===== src/rtl/btn_event_ctrl.sv =====
// Button event controller: turns a debounced button level into press/release/long-press
// strobes and steps a mode index, handing each new mode to a config block via req/ack.
module btn_event_ctrl #(
    parameter int LONG_CYCLES = 100000000,
    parameter int NUM_MODES   = 4,
    parameter int MODE_W      = 2
) (
    input  logic              clk,
    input  logic              rst,
    input  logic              btn_db,
    input  logic              cfg_ack,
    output logic              press_pulse,
    output logic              release_pulse,
    output logic              long_pulse,
    output logic [MODE_W-1:0] mode,
    output logic              cfg_req
);

    localparam int                CNT_W     = $clog2(LONG_CYCLES + 1);
    localparam logic [CNT_W-1:0]  LONG_LAST = CNT_W'(LONG_CYCLES - 1);
    localparam logic [MODE_W-1:0] MODE_MAX  = MODE_W'(NUM_MODES - 1);

    typedef enum logic [1:0] {
        S_IDLE,
        S_HELD,
        S_LONG
    } state_t;

    typedef enum logic [1:0] {
        REQ_NONE,
        REQ_INC,
        REQ_ZERO
    } mode_req_t;

    state_t            r_state;
    logic              r_btn_q;
    logic [CNT_W-1:0]  r_hold_cnt;
    logic              r_press;
    logic              r_release;
    logic              r_long;
    logic [MODE_W-1:0] r_mode;
    logic              r_cfg_req;

    state_t            w_state_nxt;
    logic [CNT_W-1:0]  w_cnt_nxt;
    logic              w_press_nxt;
    logic              w_release_nxt;
    logic              w_long_nxt;
    mode_req_t         w_mode_req;
    logic              w_rise;
    logic              w_fall;
    logic [MODE_W-1:0] w_mode_inc;

    assign w_rise     = btn_db & ~r_btn_q;
    assign w_fall     = ~btn_db & r_btn_q;
    assign w_mode_inc = (r_mode == MODE_MAX) ? '0 : r_mode + MODE_W'(1);

    // NOTE: every sequential block uses non-blocking assignments so all registers
    // sample the same pre-edge values regardless of block ordering.
    always_ff @(posedge clk or posedge rst) begin
        if (rst) begin
            r_state    <= S_IDLE;
            r_btn_q    <= 1'b0;
            r_hold_cnt <= '0;
            r_press    <= 1'b0;
            r_release  <= 1'b0;
            r_long     <= 1'b0;
        end else begin
            r_state    <= w_state_nxt;
            r_btn_q    <= btn_db;
            r_hold_cnt <= w_cnt_nxt;
            r_press    <= w_press_nxt;
            r_release  <= w_release_nxt;
            r_long     <= w_long_nxt;
        end
    end

    // NOTE: every signal written here gets a default first, so no path leaves one
    // unassigned and no latch is inferred.
    always_comb begin
        w_state_nxt   = r_state;
        w_cnt_nxt     = r_hold_cnt;
        w_press_nxt   = 1'b0;
        w_release_nxt = 1'b0;
        w_long_nxt    = 1'b0;
        w_mode_req    = REQ_NONE;

        case (r_state)
            S_IDLE: begin
                w_cnt_nxt = '0;
                if (w_rise) begin
                    w_state_nxt = S_HELD;
                    w_cnt_nxt   = CNT_W'(1);
                    w_press_nxt = 1'b1;
                end
            end
            S_HELD: begin
                if (w_fall) begin
                    w_state_nxt   = S_IDLE;
                    w_cnt_nxt     = '0;
                    w_release_nxt = 1'b1;
                    w_mode_req    = REQ_INC;
                end else if (btn_db) begin
                    w_cnt_nxt = r_hold_cnt + CNT_W'(1);
                    if (r_hold_cnt == LONG_LAST) begin
                        w_state_nxt = S_LONG;
                        w_long_nxt  = 1'b1;
                        w_mode_req  = REQ_ZERO;
                    end
                end
            end
            S_LONG: begin
                // Counter sits at LONG_CYCLES here; it is never advanced past it.
                if (w_fall) begin
                    w_state_nxt   = S_IDLE;
                    w_cnt_nxt     = '0;
                    w_release_nxt = 1'b1;
                end
            end
            default: begin
                w_state_nxt = S_IDLE;
                w_cnt_nxt   = '0;
            end
        endcase
    end

    // A pending request blocks new ones, including one arriving on the ack edge.
    always_ff @(posedge clk or posedge rst) begin
        if (rst) begin
            r_mode    <= '0;
            r_cfg_req <= 1'b0;
        end else if (r_cfg_req) begin
            if (cfg_ack) begin
                r_cfg_req <= 1'b0;
            end
        end else if (w_mode_req != REQ_NONE) begin
            r_cfg_req <= 1'b1;
            r_mode    <= (w_mode_req == REQ_ZERO) ? '0 : w_mode_inc;
        end
    end

    assign press_pulse   = r_press;
    assign release_pulse = r_release;
    assign long_pulse    = r_long;
    assign mode          = r_mode;
    assign cfg_req       = r_cfg_req;

endmodule


===== config.mk =====
export PLATFORM = sky130hd
export DESIGN_NAME = btn_event_ctrl
export DESIGN_NICKNAME = d
export VERILOG_FILES = /design/src/rtl/btn_event_ctrl.sv
export SDC_FILE = /design/constraint.sdc
export NUM_CORES = 1
export LEC_CHECK = 0
export BUFFER_PORTS_ARGS = -buffer_cell sky130_fd_sc_hd__buf_4
export CAP_MARGIN = 40
export CORE_UTILIZATION = 28
export DETAILED_ROUTE_END_ITERATION = 6
export GPL_TIMING_DRIVEN = 1
export SKIP_LAST_GASP = 1
export SLEW_MARGIN = 20
export SYNTH_ARGS = -nofsm -noshare
export SYNTH_HDL_FRONTEND = slang
export SYNTH_SLANG_ARGS = --single-unit

===== constraint.sdc =====
create_clock -name clk -period 2.3 [get_ports clk]
set_input_delay 0.23 -clock clk [delete_from_list [all_inputs] [get_ports clk]]
set_output_delay 0.23 -clock clk [all_outputs]
set_load 0.02 [all_outputs]

---- Word-level counts from Yosys, hierarchy flattened ----
Cells that the tools add are included.
storage, ports and cells
  register bits after elaboration ......... 36
  logic and storage cells ................. 58
operators by class
  add/sub/neg operators ................... 2
  equality and inequality tests ........... 9
  mux-type cells .......................... 28
  bitwise logic cells ..................... 5
  reduce and logical (&&, ||, !) cells .... 6
operators by type and width
  kind                     number
  $mux W27                 3
  $pmux W27 S3             1
  $add A27 B1 Y27 const B  1
  $eq A27 B27 Y1 const B   1
  $mux W2                  11
  $mux W1                  12
  $eq A2 B2 Y1 const B     3
  $ne A3 B3 Y1 const B     2
  $pmux W2 S3              1
  $ne A2 B2 Y1 const B     2
  $reduce_and A2 Y1        2
  $reduce_and A4 Y1        1
  $not A1 Y1               3
  $add A2 B1 Y2 const B    1
  $and A1 B1 Y1            2
  $eq A2 B1 Y1 const B     1
  $logic_not A2 Y1         1
  $reduce_bool A2 Y1       1
  $reduce_or A2 Y1         1

---- Longest topological paths before layout ----
Gate-level depths: netlist of run 1.
  depth in word-level cells ............... 8
  gate-level depth with buffers ........... 9
  gate-level depth less buffers ........... 6

---- Least setup slack after synthesis of run 1 ----
No wires, ideal clock.
  path type ............................... reg-to-reg
  start ................................... register r_state[1]
  end ..................................... register r_hold_cnt[23]
  arrival ................................. 1.698 ns
  required time ........................... 2.174 ns
  setup slack ............................. 0.475 ns
  cell stages (with the launch flop) ...... 9
  buffers on the path ..................... 3
  clock period less this slack ............ 1.825 ns
  cell sequence ........................... dfrtp_1 inv_1 ha_1 clkbuf_1 nor2b_1 o21a_1 buf_2 buf_2 a221o_1
on the way
  cells in the longest elaborated chain, start to end .. 3
RTL lines
  item                                                    RTL line  text
  from (decl)                                             35        state_t r_state;
  from (signal assigned)                                  69        r_state <= w_state_nxt;
  $eq A2 B1 Y1 or $eq A2 B2 Y1 (tied branches)            88        case (r_state)
  $ne A3 B3 Y1 (no line) or $ne A2 B2 Y1 (tied branches)  --
  $reduce_and A2 Y1 (no line)                             --
  to (signal assigned)                                    71        r_hold_cnt <= w_cnt_nxt;
  to (decl)                                               37        logic [CNT_W-1:0] r_hold_cnt;
Several ways; a longest one is shown, not always the timed one.
A chain may end at the register's enable or synchronous reset.

---- Worst setup path in the final report of run 1 ----
  start ................................... register r_hold_cnt[0]
  end ..................................... register r_mode[1], in the netlist mode[1]
on the way
  cells in the longest elaborated chain, start to end .. 7
RTL lines
  item                                                RTL line  text
  $eq A27 B27 Y1 *                                    105       if (r_hold_cnt == LONG_LAST) begin
  $mux W2 *                                           105
  $mux W2 *                                           103       end else if (btn_db) begin
  $mux W2 *                                           98        if (w_fall) begin
  $mux W2 *                                           88
  $eq A2 B2 Y1 or $reduce_bool A2 Y1 (tied branches)  138, 136
  $mux W2 or $reduce_and A2 Y1 (tied branches)        --
  to (signal assigned)                                138       r_mode <= (w_mode_req == REQ_ZERO) ? '0 : w_mode_inc;
  to (decl)                                           41        logic [MODE_W-1:0] r_mode;
Every way passes the cells marked *; elsewhere a longest branch is shown, timed or not.

==> results of run 1 <==
[layout make-up]
| type | count | area share [%] |
|---|---|---|
| Sequential cell | 36 | 36.6 |
| Tap cell | 99 | 5.04 |
| Multi-Input combinational cell | 182 | 47.2 |
| Timing Repair Buffer | 19 | 5.80 |
| Inverter | 14 | 2.14 |
| Clock buffer | 6 | 2.95 |
| Clock inverter | 1 | 0.204 |
[per-layer routing]
metal	vias up	routed length (microns)
met5	-	0
met4	0	65
met3	6	290
met2	60	2440
met1	934	2580
li1	955	-
[Yosys cell counts, types with 4 or more instances]
| cell | n | area [sq um] |
|---|---|---|
| o31ai_1 | 5 | 37.5 |
| a31oi_1 | 5 | 31.3 |
| inv_1 | 14 | 52.6 |
| o22ai_1 | 4 | 25.0 |
| clkbuf_1 | 4 | 15.0 |
| nand4_1 | 12 | 75.1 |
| nor3_1 | 6 | 30.0 |
| and3_1 | 5 | 31.3 |
| nand3_1 | 10 | 50.1 |
| a21oi_1 | 14 | 70.1 |
| nand2b_1 | 7 | 43.8 |
| o21ai_0 | 18 | 90.1 |
| nand2_1 | 23 | 86.3 |
| nor4_1 | 4 | 25.0 |
| dfrtp_1 | 36 | 901 |
| and4_1 | 7 | 61.3 |
| ha_1 | 5 | 62.6 |
| or3_1 | 4 | 25.0 |
| buf_2 | 9 | 45.0 |
| nor2_1 | 10 | 37.5 |
[report_power, final]
part	switching (mW)	internal (mW)
registers	0.0529	0.680
logic	0.344	0.213
clock network	0.224	0.206
total	0.622	1.10
[how the worst max path moves through the flow]
stage                                            end                      start  cells past startpoint  slack [ps]
after floorplan           r_hold_cnt[23]$_DFFE_PP0P_     r_state[1]$_DFFE_PP0P_                      8         480
after global placement           mode[1]$_DFFE_PP0P_  r_hold_cnt[0]$_DFFE_PP0P_                      5         290
after detailed placement         mode[1]$_DFFE_PP0P_  r_hold_cnt[0]$_DFFE_PP0P_                      5         220
after CTS                        mode[1]$_DFFE_PP0P_  r_hold_cnt[0]$_DFFE_PP0P_                      5         200
after global routing             mode[1]$_DFFE_PP0P_  r_hold_cnt[0]$_DFFE_PP0P_                      5          60
final                            mode[1]$_DFFE_PP0P_  r_hold_cnt[0]$_DFFE_PP0P_                      5         300
[flip-flops by register name, indices dropped and copies added (netlist names)]
| name | flops |
|---|---|
| mode | 2 |
| long_pulse | 1 |
| release_pulse | 1 |
| press_pulse | 1 |
| r_btn_q | 1 |
| cfg_req | 1 |
| r_hold_cnt | 27 |
| r_state | 2 |
[cells by family after synthesis]
logic type	count (synthesis)	share of synthesized area, %
and+or+nand+nor	107	28.1
AOI/OAI and AO/OA	67	20.8
buffers and inverters	28	5.35
DFF	36	41.5
muxes	3	1.38
adders and majority gates	5	2.88
[worst max-delay path, cell delays in order, from the launching register on]
cell and delay (ps):
dfrtp_1 420, ha_1 230, and4_1 410, nand4_1 320, o31ai_2 370, o21ai_0 130
==> impl_metrics.toml, run 1 <==
[outcome]
status = "finished clean"

[die]
core-area_sq_um = 7370
die_w_microns = 90.1
rows = 31
die_area_sq_um = 8120
ioPinCount = 10
start_util_pct = 29.5
die_h_microns = 90.1

[routing]
drt-total-wl_mm = 5.38
vias = 1955
wire_per_inst_microns = 15.1
drt_iter0_drc = 205
via_per_inst = 5.48
ant_nets = 0
drt_pass1_iterations = 4
drcViolationCount = 0

[finish]
layout_common_cells = "36 x dfrtp_1, 23 x nand2_1, 19 x buf_4"
diodes = 0
area_growth_pct = 13.1
multi_input_area_sq_um = 1160
final_cell_count_no_fill = 357
final_common_cell = "dfrtp_1"
fill_cells = 797
fin_area_sq_um = 2460
seqCellArea_sq_um = 901
final_core_util_pct = 33.4
layout-drive-gt1-share_pct = 12.0
final_nets = 267

[worst_setup_path]
worstReg2RegStart = "r_hold_cnt[0]$_DFFE_PP0P_"
crit_required_ps = 2470
reg2reg_to = "mode[1]$_DFFE_PP0P_"
arrival_ps = 2170
cp-start-kind = "flop"
path_class = "reg2reg"
regToRegSetupSlack_ps = 300
reg2reg_depth = 5
cp-end-kind = "flop"
cp_max_fo = 9

[clock_network]
cts.path.max_buffers = 2
cts_sinks = 36
cts.clk_slew.worst_paths_ps = 70
cts_setup_buffers = 0
cts_tree = "yes"
cts_root_buffer = "clkbuf_8"
h-tree-depth = 2
cts_resized = 0
cts_inserted_buffers = 5
holdBufCountCts = 0
clock_latency_ps = 290

[yosys]
ys.flop_type = "dfrtp_1"
syn_area_per_cell_sq_um = 8.83
syn-num-nets = 255
postSynth.asyncResetShare_pct = 100
synth_edf_count = 0
ys_seq_area_share_pct = 41.5
synth.distinct_cells = 47
yosys_warnings = 0
synth-seq-cells = 36
synth_cells = 246
syn_area_sq_um = 2170

[global_routing]
grt_usage_pct = 14.5
first_global_vias = 1870
grt_pass1_wl_mm = 9.51
met1_usage_pct = 20.6
grt-ovfl-total = 0
grtUsageMet2_pct = 21.6
globalRouteMet3Util_pct = 3.30
grt_max_degree = 37
antenna_found_initial = 0
grt-busiest-layer = "met2"

[sta]
clock_skew_ps = 7.17
fin_setup_tns_ps = 0
final_hold_viol_count = 0
setup_viol = 0
clock.fmax_mhz = 501
hold_slack_ps = 50.3
rsz0062_at_grt = "no"
period_share_pct = 86.9
fin_crit_ps = 2000
setup_slack_ps = 302
worstMarginPinSlew_ps = 685
slew_violations = 0
relSlewSlack_pct = 53.8

[power]
power.density_nw_per_um2 = 700
leakage_nw = 0.967
ir_drop_mv = 0.252
power_mw = 1.72

[place]
dpl_cell_area_sq_um = 2380
numPortBuffers = 9
pre_cts_ws_ps = 225
dpl.cell_count = 350
hpwl_mm = 3.76
routabilityCongestion = 0.824

[run]
drv_cap = 0

[min_path]
min_path_type = "in2async"
Power figures use the tool's default switching activity.
==> run 2: changes to the inputs <==
--- a/config.mk
+++ b/config.mk
@@ -9,7 +9,9 @@
 export CAP_MARGIN = 40
 export CORE_UTILIZATION = 28
 export DETAILED_ROUTE_END_ITERATION = 6
+export GPL_ROUTABILITY_DRIVEN = 0
 export GPL_TIMING_DRIVEN = 1
+export PLACE_DENSITY_LB_ADDON = 0.3
 export SKIP_LAST_GASP = 1
 export SLEW_MARGIN = 20
 export SYNTH_ARGS = -nofsm -noshare
==> run 2 against run 1 <==
  * Routed wire length is 1.6% higher
  * Critical path depth is 2 higher
  * Design area is 1.1% higher
  * Die area stayed put
  * Worst hold slack worse by 3.5 ps
  * Register-to-register slack worse by 80 ps
  * Utilization is 0.36 points higher
  * Clock skew is 0.51 ps lower
  * Via count is 0.72% lower
  * Setup slack worse by 83 ps
==> impl_metrics.toml, run 2 (same netlist as run 1, synthesis figures left out) <==
[outcome]
status = "finished clean"

[worst_setup_path]
crit_required_ps = 2520
regToRegSetupSlack_ps = 220
cp_max_fo = 17
cp-start-kind = "flop"
cp-end-kind = "flop"
path_class = "reg2reg"
arrival_ps = 2300

[sta]
fin_crit_ps = 2080
relSlewSlack_pct = 53.9
setup_viol = 0
slew_violations = 0
hold_slack_ps = 46.8
clock_skew_ps = 6.66
worstMarginPinSlew_ps = 692
rsz0062_at_grt = "no"
period_share_pct = 90.5
fin_setup_tns_ps = 0
clock.fmax_mhz = 481
final_hold_viol_count = 0

[place]
numPortBuffers = 9
hpwl_mm = 3.82
dpl_cell_area_sq_um = 2380

[clock_network]
cts_tree = "yes"
cts.clk_slew.worst_paths_ps = 70
clock_latency_ps = 290
h-tree-depth = 2
cts.path.max_buffers = 2
cts_setup_buffers = 0
cts_inserted_buffers = 5
cts_sinks = 36
cts_root_buffer = "clkbuf_8"

[die]
start_util_pct = 29.5
die_h_microns = 90.1
ioPinCount = 10
die_w_microns = 90.1
core-area_sq_um = 7370
rows = 31
die_area_sq_um = 8120

[finish]
layout-drive-gt1-share_pct = 12.7
largest_reg_flops = 27
fin_area_sq_um = 2480
final_core_util_pct = 33.7
final_common_cell = "dfrtp_1"
final_nets = 268
fill_cells = 770
diodes = 0
area_growth_pct = 14.3
largest_register = "r_hold_cnt"
layout_common_cells = "36 x dfrtp_1, 23 x nand2_1, 20 x buf_4"

[power]
seqPwrFrac_pct = 41.0
leakage_nw = 0.980
power.density_nw_per_um2 = 723
power_mw = 1.80
p_int_mw = 1.16
combPwrFrac_pct = 31.4
clockPowerShare_pct = 27.7
p_sw_share_pct = 35.2
switchingPower_mw = 0.633
ir_drop_mv = 0.275

[global_routing]
grt_pass1_wl_mm = 8.98
grt_max_degree = 37
antenna_found_initial = 0
first_global_vias = 1699
grt_usage_pct = 13.9
grt-ovfl-total = 0

[routing]
vias = 1941
drt-total-wl_mm = 5.46
via_per_inst = 5.42
wire_per_inst_microns = 15.2
drt_pass1_iterations = 5
drt_iter0_drc = 145
drcViolationCount = 0
ant_nets = 0

[min_path]
min_path_type = "in2async"

[run]
drv_cap = 0
[run 2: changes by cell type in the layout (fill, tap and decap cells not counted)]
cell      before  now
clkbuf_1       1    0
clkinv_2       1    0
clkbuf_8       5    7
buf_4         19   20
[run 2: layout make-up]
cell class                 count  area (sq um)  area share (%)
inverter                      14          52.6            2.11
sequential                    36           901            36.3
clock buffer                   7          96.3            3.88
multi-input combinational    182          1160            46.7
tap                           99           124            4.98
timing repair buffer          20           150            6.04
[run 2: metal layers]
metal | wire length, microns | vias up | global-route usage, % | share of wire [%]
li1 | - | 951 | - | -
met1 | 2680 | 926 | 20.0 | 49
met2 | 2460 | 60 | 20.9 | 45
met3 | 288 | 4 | 2.96 | 5.3
met4 | 30 | 0 | 3.63 | 0.55
met5 | 0 | - | 0 | 0
[run 2: per-stage QoR]
stage	instances	setup slack, ps
floorplan	246	475
global placement	351	240
detailed placement	351	191
CTS	358	163
global route	358	23.0
finish	358	219
[run 2: power by group through the flow]
stage | Combinational [mW] | Sequential, mW | Clock [mW]
finish | 0.564 | 0.736 | 0.497
global placement | 0.561 | 0.746 | 0
CTS | 0.564 | 0.736 | 0.512
global route | 0.624 | 0.746 | 0.537
floorplan | 0.330 | 0.772 | 0
detailed placement | 0.562 | 0.748 | 0
[run 2: what timing repair did]
item,in CTS,in global routing
setup endpoints to repair,0,3
endpoints found under the hold margin,0,0
gates resized for setup,0,1
hold buffers,0,0
[run 2: path summary, 6_finish.rpt]
path / from / cells after the start / to
setup / recovery: r_state[1]$_DFFE_PP0P_ / 7 / r_hold_cnt[13]$_DFFE_PP0P_
hold / removal: rst / 3 / r_hold_cnt[2]$_DFFE_PP0P_
setup reg to reg: r_state[1]$_DFFE_PP0P_ / 7 / r_hold_cnt[13]$_DFFE_PP0P_
hold reg to reg: r_hold_cnt[6]$_DFFE_PP0P_ / 1 / r_hold_cnt[6]$_DFFE_PP0P_
max in group asynchronous: rst / 3 / r_hold_cnt[22]$_DFFE_PP0P_
min in group clk: btn_db / 1 / r_btn_q$_DFF_PP0_
[run 2: critical path, stage by stage (launching register included)]
cell     delay (ps)
dfrtp_1         370
inv_1            70
ha_1            190
nor2b_1         150
o21a_1          410
buf_4           280
or4_1           390
a21oi_1         140
